--- src/rtl/decoder_arbiter.sv ---
// Round-robin arbiter that owns a 2-to-4 decoder on behalf of four requesters.
// Optional forced release after MAX_HOLD grant cycles: define DECODER_ARBITER_TIMEOUT_EN.
module decoder_arbiter #(
   parameter int MAX_HOLD = 8,
   parameter int CNT_W    = 4
) (
   input  logic       clk,
   input  logic       rst,
   input  logic [3:0] req,
   input  logic       done,
   output logic [1:0] dec_in,
   output logic       dec_en,
   output logic [3:0] gnt,
   output logic       busy,
   output logic       timeout
);

   typedef enum logic {IDLE = 1'b0, GRANT = 1'b1} state_t;

   state_t     state, nxt_state;
   logic [1:0] ptr, nxt_ptr;
   logic [1:0] idx, nxt_idx;
   logic       en, nxt_en;
   logic [3:0] gnt_r, nxt_gnt;
   logic       to_r, nxt_to;
   logic       release_now;

   if (MAX_HOLD < 2 || MAX_HOLD > (1 << CNT_W) - 1) begin : g_bad_max_hold
      $error("decoder_arbiter: MAX_HOLD out of range for CNT_W");
   end

   // First set request bit scanning ptr, ptr+1, ... modulo 4.
   function automatic logic [1:0] pick(input logic [3:0] r, input logic [1:0] p);
      logic [1:0] c;
      pick = p;
      for (int i = 3; i >= 0; i--) begin
         c = p + 2'(i);
         if (r[c]) pick = c;
      end
   endfunction

`ifdef DECODER_ARBITER_TIMEOUT_EN
   logic [CNT_W-1:0] cnt, nxt_cnt;
`endif

   assign release_now = done | ~req[idx];

   always_comb begin
      nxt_state = state;
      nxt_ptr   = ptr;
      nxt_idx   = idx;
      nxt_en    = en;
      nxt_gnt   = gnt_r;
      nxt_to    = 1'b0;
`ifdef DECODER_ARBITER_TIMEOUT_EN
      nxt_cnt   = cnt;
`endif
      case (state)
         IDLE: begin
            if (req != 4'b0000) begin
               nxt_idx   = pick(req, ptr);
               nxt_en    = 1'b1;
               nxt_gnt   = 4'b0001 << pick(req, ptr);
               nxt_state = GRANT;
`ifdef DECODER_ARBITER_TIMEOUT_EN
               nxt_cnt   = '0;
`endif
            end
         end
         GRANT: begin
            if (release_now) begin
               nxt_en    = 1'b0;
               nxt_gnt   = 4'b0000;
               nxt_ptr   = idx + 2'd1;
               nxt_state = IDLE;
`ifdef DECODER_ARBITER_TIMEOUT_EN
            end else if (cnt == CNT_W'(MAX_HOLD - 1)) begin
               // Grant has now been visible for MAX_HOLD cycles.
               nxt_en    = 1'b0;
               nxt_gnt   = 4'b0000;
               nxt_ptr   = idx + 2'd1;
               nxt_state = IDLE;
               nxt_to    = 1'b1;
            end else begin
               nxt_cnt   = cnt + 1'b1;
`endif
            end
         end
         default: nxt_state = IDLE;
      endcase
   end

   always_ff @(posedge clk) begin
      if (rst) begin
         state <= IDLE;
         ptr   <= 2'd0;
         idx   <= 2'd0;
         en    <= 1'b0;
         gnt_r <= 4'b0000;
         to_r  <= 1'b0;
`ifdef DECODER_ARBITER_TIMEOUT_EN
         cnt   <= '0;
`endif
      end else begin
         state <= nxt_state;
         ptr   <= nxt_ptr;
         idx   <= nxt_idx;
         en    <= nxt_en;
         gnt_r <= nxt_gnt;
         to_r  <= nxt_to;
`ifdef DECODER_ARBITER_TIMEOUT_EN
         cnt   <= nxt_cnt;
`endif
      end
   end

   assign dec_in  = idx;
   assign dec_en  = en;
   assign busy    = en;
   assign gnt     = gnt_r;
`ifdef DECODER_ARBITER_TIMEOUT_EN
   assign timeout = to_r;
`else
   assign timeout = 1'b0;
`endif

endmodule

--- config.mk ---
export PLATFORM = sky130hd
export DESIGN_NAME = decoder_arbiter
export DESIGN_NICKNAME = d
export VERILOG_FILES = /design/src/rtl/decoder_arbiter.sv
export SDC_FILE = /design/constraint.sdc
export NUM_CORES = 1
export LEC_CHECK = 0
export ABC_CLOCK_PERIOD_IN_PS = 1600
export CORE_MARGIN = 10
export CORE_UTILIZATION = 39
export DETAILED_ROUTE_END_ITERATION = 8
export HOLD_SLACK_MARGIN = 0.1
export PLACE_DENSITY_LB_ADDON = 0.08
export SLEW_MARGIN = 5
export SYNTH_ARGS = -nofsm -noshare
export SYNTH_HDL_FRONTEND = slang
export SYNTH_SLANG_ARGS = --single-unit
--- constraint.sdc ---
create_clock -name clk -period 1.6 [get_ports clk]
set_input_delay 0.24 -clock clk [delete_from_list [all_inputs] [get_ports clk]]
set_output_delay 0.24 -clock clk [all_outputs]
set_load 0.005 [all_outputs]
# After elaboration in Yosys (flattened, before gate mapping)
# Cells that the tools add are included.
# word_totals
register_bits,10
latchBits,0
ram_bits,0
rom_bits,0
input_bits,7
out_inout_bits,9
word_cells,49
n_memories,0
# op_classes
addsub,4
multipliers,0
n_div,0
magnitude_cmp,5
eq_ne,2
n_shift,1
muxes,25
n_bitwise,3
reduce_logical,4
# op_table
cell,count
"< comparator 2 x 3 -> 1 bit, second input constant",5
two-way mux 2 bit,6
binary-select mux 1 bit (select 2 bit),5
two-way mux 1 bit,9
two-way mux 4 bit,2
case mux 4 bit (2 select lines),1
AND reduction 2 bit,3
"adder 2 x 1 -> 2 bit, second input constant",2
"adder 2 bit, second input constant",2
case mux 1 bit (2 select lines),2
nonzero test 4 bit,1
"<< shifter 1 x 2 -> 4 bit, first input constant",1
"inequality test 2 x 1 -> 1 bit, second input constant",1
"inequality test 2 bit, second input constant",1
inverter 1 bit,2
bitwise OR 1 bit,1

# Depth between registers and ports, before layout
# depth
depth_word,12
ltp_mapped,5
depth_no_buf,5

# Worst setup path before layout
# No wires, ideal clock.
# synth_timing
path_kind,register to register
from,register idx[0] (netlist: dec_in[0])
to,register gnt_r[3] (netlist: gnt[3])
setup_ns,0.128
arrival_time_ns,1.508
t_required_ns,1.472
slack_ns,-0.036
stages_incl_launch_ff,6
path_buffers,0
synth_period_minus_slack_ns,1.636
path_cell_list,dfxtp_1 -> mux2_2 -> a221oi_2 -> nor2_1 -> a32oi_1 -> nor2_1
# synth_via
elab_chain_cells,6
# synth_lines
item,line,source
start: declaration,22,"logic [1:0] idx, nxt_idx;"
start signal: assignment,107,idx <= nxt_idx;
binary-select mux 1 bit (select 2 bit),46,assign release_now = done | ~req[idx];
two-way mux 1 bit (implied by the code),46,
inverter 1 bit,46,
bitwise OR 1 bit,46,
inequality test 2 x 1 -> 1 bit (no source line),n/a,
AND reduction 2 bit (no source line),n/a,
end signal: assignment,109,gnt_r <= nxt_gnt;
end: declaration,24,"logic [3:0] gnt_r, nxt_gnt;"
# Every way passes these cells. The select of a mux whose other input is x is not followed.
# A chain may end at the register's enable or synchronous reset.

# Final worst setup path
# layout_timing
from,register ptr[0]
to,register gnt_r[0] (netlist: gnt[0])
# layout_via
elab_chain_cells,12
elab_cells_between_ends,20
cone_classes,add/sub (3); shift (1); mux (16)
# layout_lines
item,line,source
start: declaration,21,"logic [1:0] ptr, nxt_ptr;"
start signal: assignment,106,ptr <= nxt_ptr;
adder 2 bit,37,c = p + 2'(i);
binary-select mux 1 bit (select 2 bit),38,if (r[c]) pick = c;
two-way mux 1 bit (implied by the code),38,
two-way mux 2 bit (3 in series),38,
two-way mux 2 bit *,38,
two-way mux 2 bit *,60,if (req != 4'b0000) begin
two-way mux 2 bit *,58,case (state)
<< shifter 1 x 2 -> 4 bit *,63,"nxt_gnt = 4'b0001 << pick(req, ptr);"
two-way mux 4 bit *,60,
case mux 4 bit (2 select lines) *,58,
# Mark *: on every way between the ends. The rest lies on a longest branch, timed or not. The select of a mux whose other input is x is not followed.

==> flow_metrics.py <==
metrics = {
    "worst_setup_path": {
        "crit_fanout": 4,
        "endpoint_kind": "register",
        "required_ns": 1.79,
        "crit_start": "ptr[0]",
        "startpoint_type": "register",
        "arrival_ns": 1.73,
        "worstSetupPathType": "register to register",
        "r2r_start": "ptr[0]",
    },
    "yosys": {
        "ys_types": 25,
        "synthTopCellsByArea": "dfxtp_1 (39%), nor2_1 (6.6%), a21oi_1 (4.9%)",
        "yosysSeqAreaShare_pct": 38.9,
        "synth_edf_count": 0,
        "synth_top_family_by_area": "simple AND/OR/NAND/NOR gates",
        "synthMuxAreaShare_pct": 8.27,
        "syn-num-nets": 67,
        "synth_top_cell_area_share_pct": 38.9,
        "yosys-top-cells-count": "dfxtp_1 (10), nor2_1 (9), a21oi_1 (5)",
        "synthCells": 60,
        "synth_top_area_cell": "dfxtp_1",
        "synth-seq-cells": 10,
        "synthArstFlopShare_pct": 0,
        "syn_area_sq_um": 514,
        "synth_area_per_cell_sq_um": 8.57,
        "synthSimpleGateAreaFrac_pct": 24.3,
        "synth-compound-area-share_pct": 20.9,
        "ys.warnings.count": 0,
        "synthAdderAreaFrac_pct": 0,
        "yosysMostFrequentCell": "dfxtp_1",
        "synth_xor_area_share_pct": 1.70,
        "ys.flop_type": "dfxtp_1",
    },
    "floorplanning": {
        "rows": 13,
        "coreArea_sq_mm": 0.00127,
        "fp.dieW_um": 56.3,
        "start_util_pct": 40.5,
        "die_area_sq_mm": 0.00317,
        "die_y_um": 56.3,
        "pin_count": 16,
    },
    "cells_and_area": {
        "drive_gt1_share_pct": 19.8,
        "num_antenna_cells": 0,
        "fin_nets": 89,
        "syn_to_final_growth_pct": 46.2,
        "finalNonFillerCells": 96,
        "fin_util_pct": 59.3,
    },
    "drt": {
        "wire_per_inst_um": 13.2,
        "vias": 495,
        "first_pass_iters": 4,
        "drt_wl_total_mm": 1.27,
        "ant_nets": 0,
        "drt-vias-per-instance": 5.16,
        "post-route-drc-count": 0,
        "drt_iter0_markers": 6,
    },
    "min_path": {
        "hold_path_startpoint": "gnt[2]",
        "worstHoldPathType": "register to register",
    },
    "placement": {
        "place_congestion": 0.780,
        "port_buffers": 14,
        "place_ws_ns": -0.389,
        "dp.cells": 92,
        "dpl.hpwl_um": 982,
    },
    "sta": {
        "rsz0062_at_grt": "true",
        "fmax_mhz": 651,
        "fin_crit_ns": 1.54,
        "setup_ws_ns": 0.0637,
        "period_share_pct": 96.0,
        "finalHoldViolations": 0,
        "slew_violations": 0,
        "setup_viol": 0,
        "finClkSkew_ns": 0.00709,
    },
    "cts": {
        "post-cts-setup-buffers": 0,
        "ctsHoldBuffers": 0,
        "max-clock-path-buffers": 2,
        "htreeDepth": 1,
        "clk_latency_ns": 0.26,
        "cts.sinks": 10,
        "cts_buffers": 3,
        "cts_tree": "done",
        "clk_pin_slew_ns": 0.07,
        "cts_root_buffer": "clkbuf_4",
    },
    "status": {
        "outcome": "finished, final reports clean",
    },
    "global_route": {
        "grtUsageTotal_pct": 8.47,
        "grt_pass1_vias": 497,
        "antenna_found_initial": 0,
        "grt_max_degree": 11,
        "grt_first_pass_wirelength_mm": 2.17,
        "grt_overflow": 0,
    },
    "pwr": {
        "switching_share_pct": 26.8,
        "clockPowerShare_pct": 30.7,
        "seqPwrFrac_pct": 41.0,
        "power_uw": 726,
        "switchingPower_uw": 194,
        "peakVddDrop_v": 0.000622,
        "leakage_nw": 0.304,
        "comb_power_share_pct": 28.3,
        "intPower_uw": 532,
        "p_per_area_mw_per_mm2": 966,
    },
    "run": {
        "maxCapViolCount": 0,
    },
}
-- sequential cells by signal, summed over array words and instances, names as in the netlist --
| signal | flops |
|---|---|
| busy | 1 |
| dec_in | 2 |
| gnt | 4 |
| ptr | 2 |
| state | 1 |
-- final timing paths --
path | end | slack [ns] | cells after the start
worst max-delay path | gnt[0] | 0.06 | 5
worst min-delay path | gnt[2] | 0.45 | 2
worst max register to register | gnt[0] | 0.06 | 5
worst min register to register | gnt[2] | 0.45 | 2
-- cells by family after synthesis --
kind of cell              Yosys count
AOI/OAI and AO/OA                  15
buffers and inverters               5
DFF                                10
muxes                               4
other                               1
xor gates and xnor gates            1
and+or+nand+nor                    24
-- stage by stage --
stage	instance area (sq um)	TNS [ns]	hold WS (ns)
after global routing	752	-0.00662	0.483
final	752	0	0.452
after floorplan	526	0	0.448
after CTS	743	0	0.457
after global placement	711	-2.31	0.443
after detailed placement	711	-2.20	0.447
-- cells in the final DEF, fill, tap and decap left out --
cell              n
a211o_1           1
a21oi_1           5
nor4_1            1
a211oi_1          2
nor2b_1           3
or4_1             1
conb_1            1
dfxtp_1           8
nand3b_1          3
o211a_2           1
dlymetal6s2s_1    1
a32oi_1           1
nor2_1            9
xnor2_1           1
inv_1             2
and2b_1           1
mux2i_1           2
dlygate4sd2_1     3
mux2_2            2
a221oi_4          1
buf_4             5
clkbuf_8          1
o31ai_1           2
buf_6             1
clkbuf_4          3
nand2_1           3
o21ai_0           2
nor3_1            1
dfxtp_2           2
nand2b_1          2
clkdlybuf4s50_1  10
-- power by group through the flow --
stage                     Clock [mW]  Sequential [mW]  Combinational [mW]
after floorplan                    0            0.301               0.107
after global placement             0            0.301               0.207
after detailed placement           0            0.302               0.207
after CTS                      0.232            0.296               0.207
after global routing           0.242            0.301               0.229
final                          0.223            0.298               0.206
-- critical path: stages (launching register included) --
cell	delay (ns)
dfxtp_2	0.34
and2b_1	0.20
a21oi_1	0.05
o211a_2	0.25
or4_1	0.49
a21oi_1	0.13
-- cell type report --
class	instances	area (sq um)
Clock buffer	4	36.3
Fill cell	125	517
Inverter	2	7.51
Multi-Input combinational cell	45	299
Sequential cell	10	203
Tap cell	15	18.8
Timing Repair Buffer	20	188
-- layer usage --
| layer | GRT usage [%] | wire (um) | vias to the layer above |
|---|---|---|---|
| met2 | 12.4 | 591 | 13 |
| met3 | 2.25 | 71 | 4 |
| met5 | 0 | 0 | - |
| met4 | 7.22 | 31 | 0 |
| li1 | - | - | 255 |
| met1 | 9.92 | 574 | 223 |
-- what timing repair did --
action / 4_1_cts / 5_1_grt
gates resized for setup: 3 / 4
hold endpoints to repair: 0 / 0
setup endpoints to repair: 2 / 4
pin swaps: 0 / 1
Note: power is estimated with default switching activity, not from simulation.
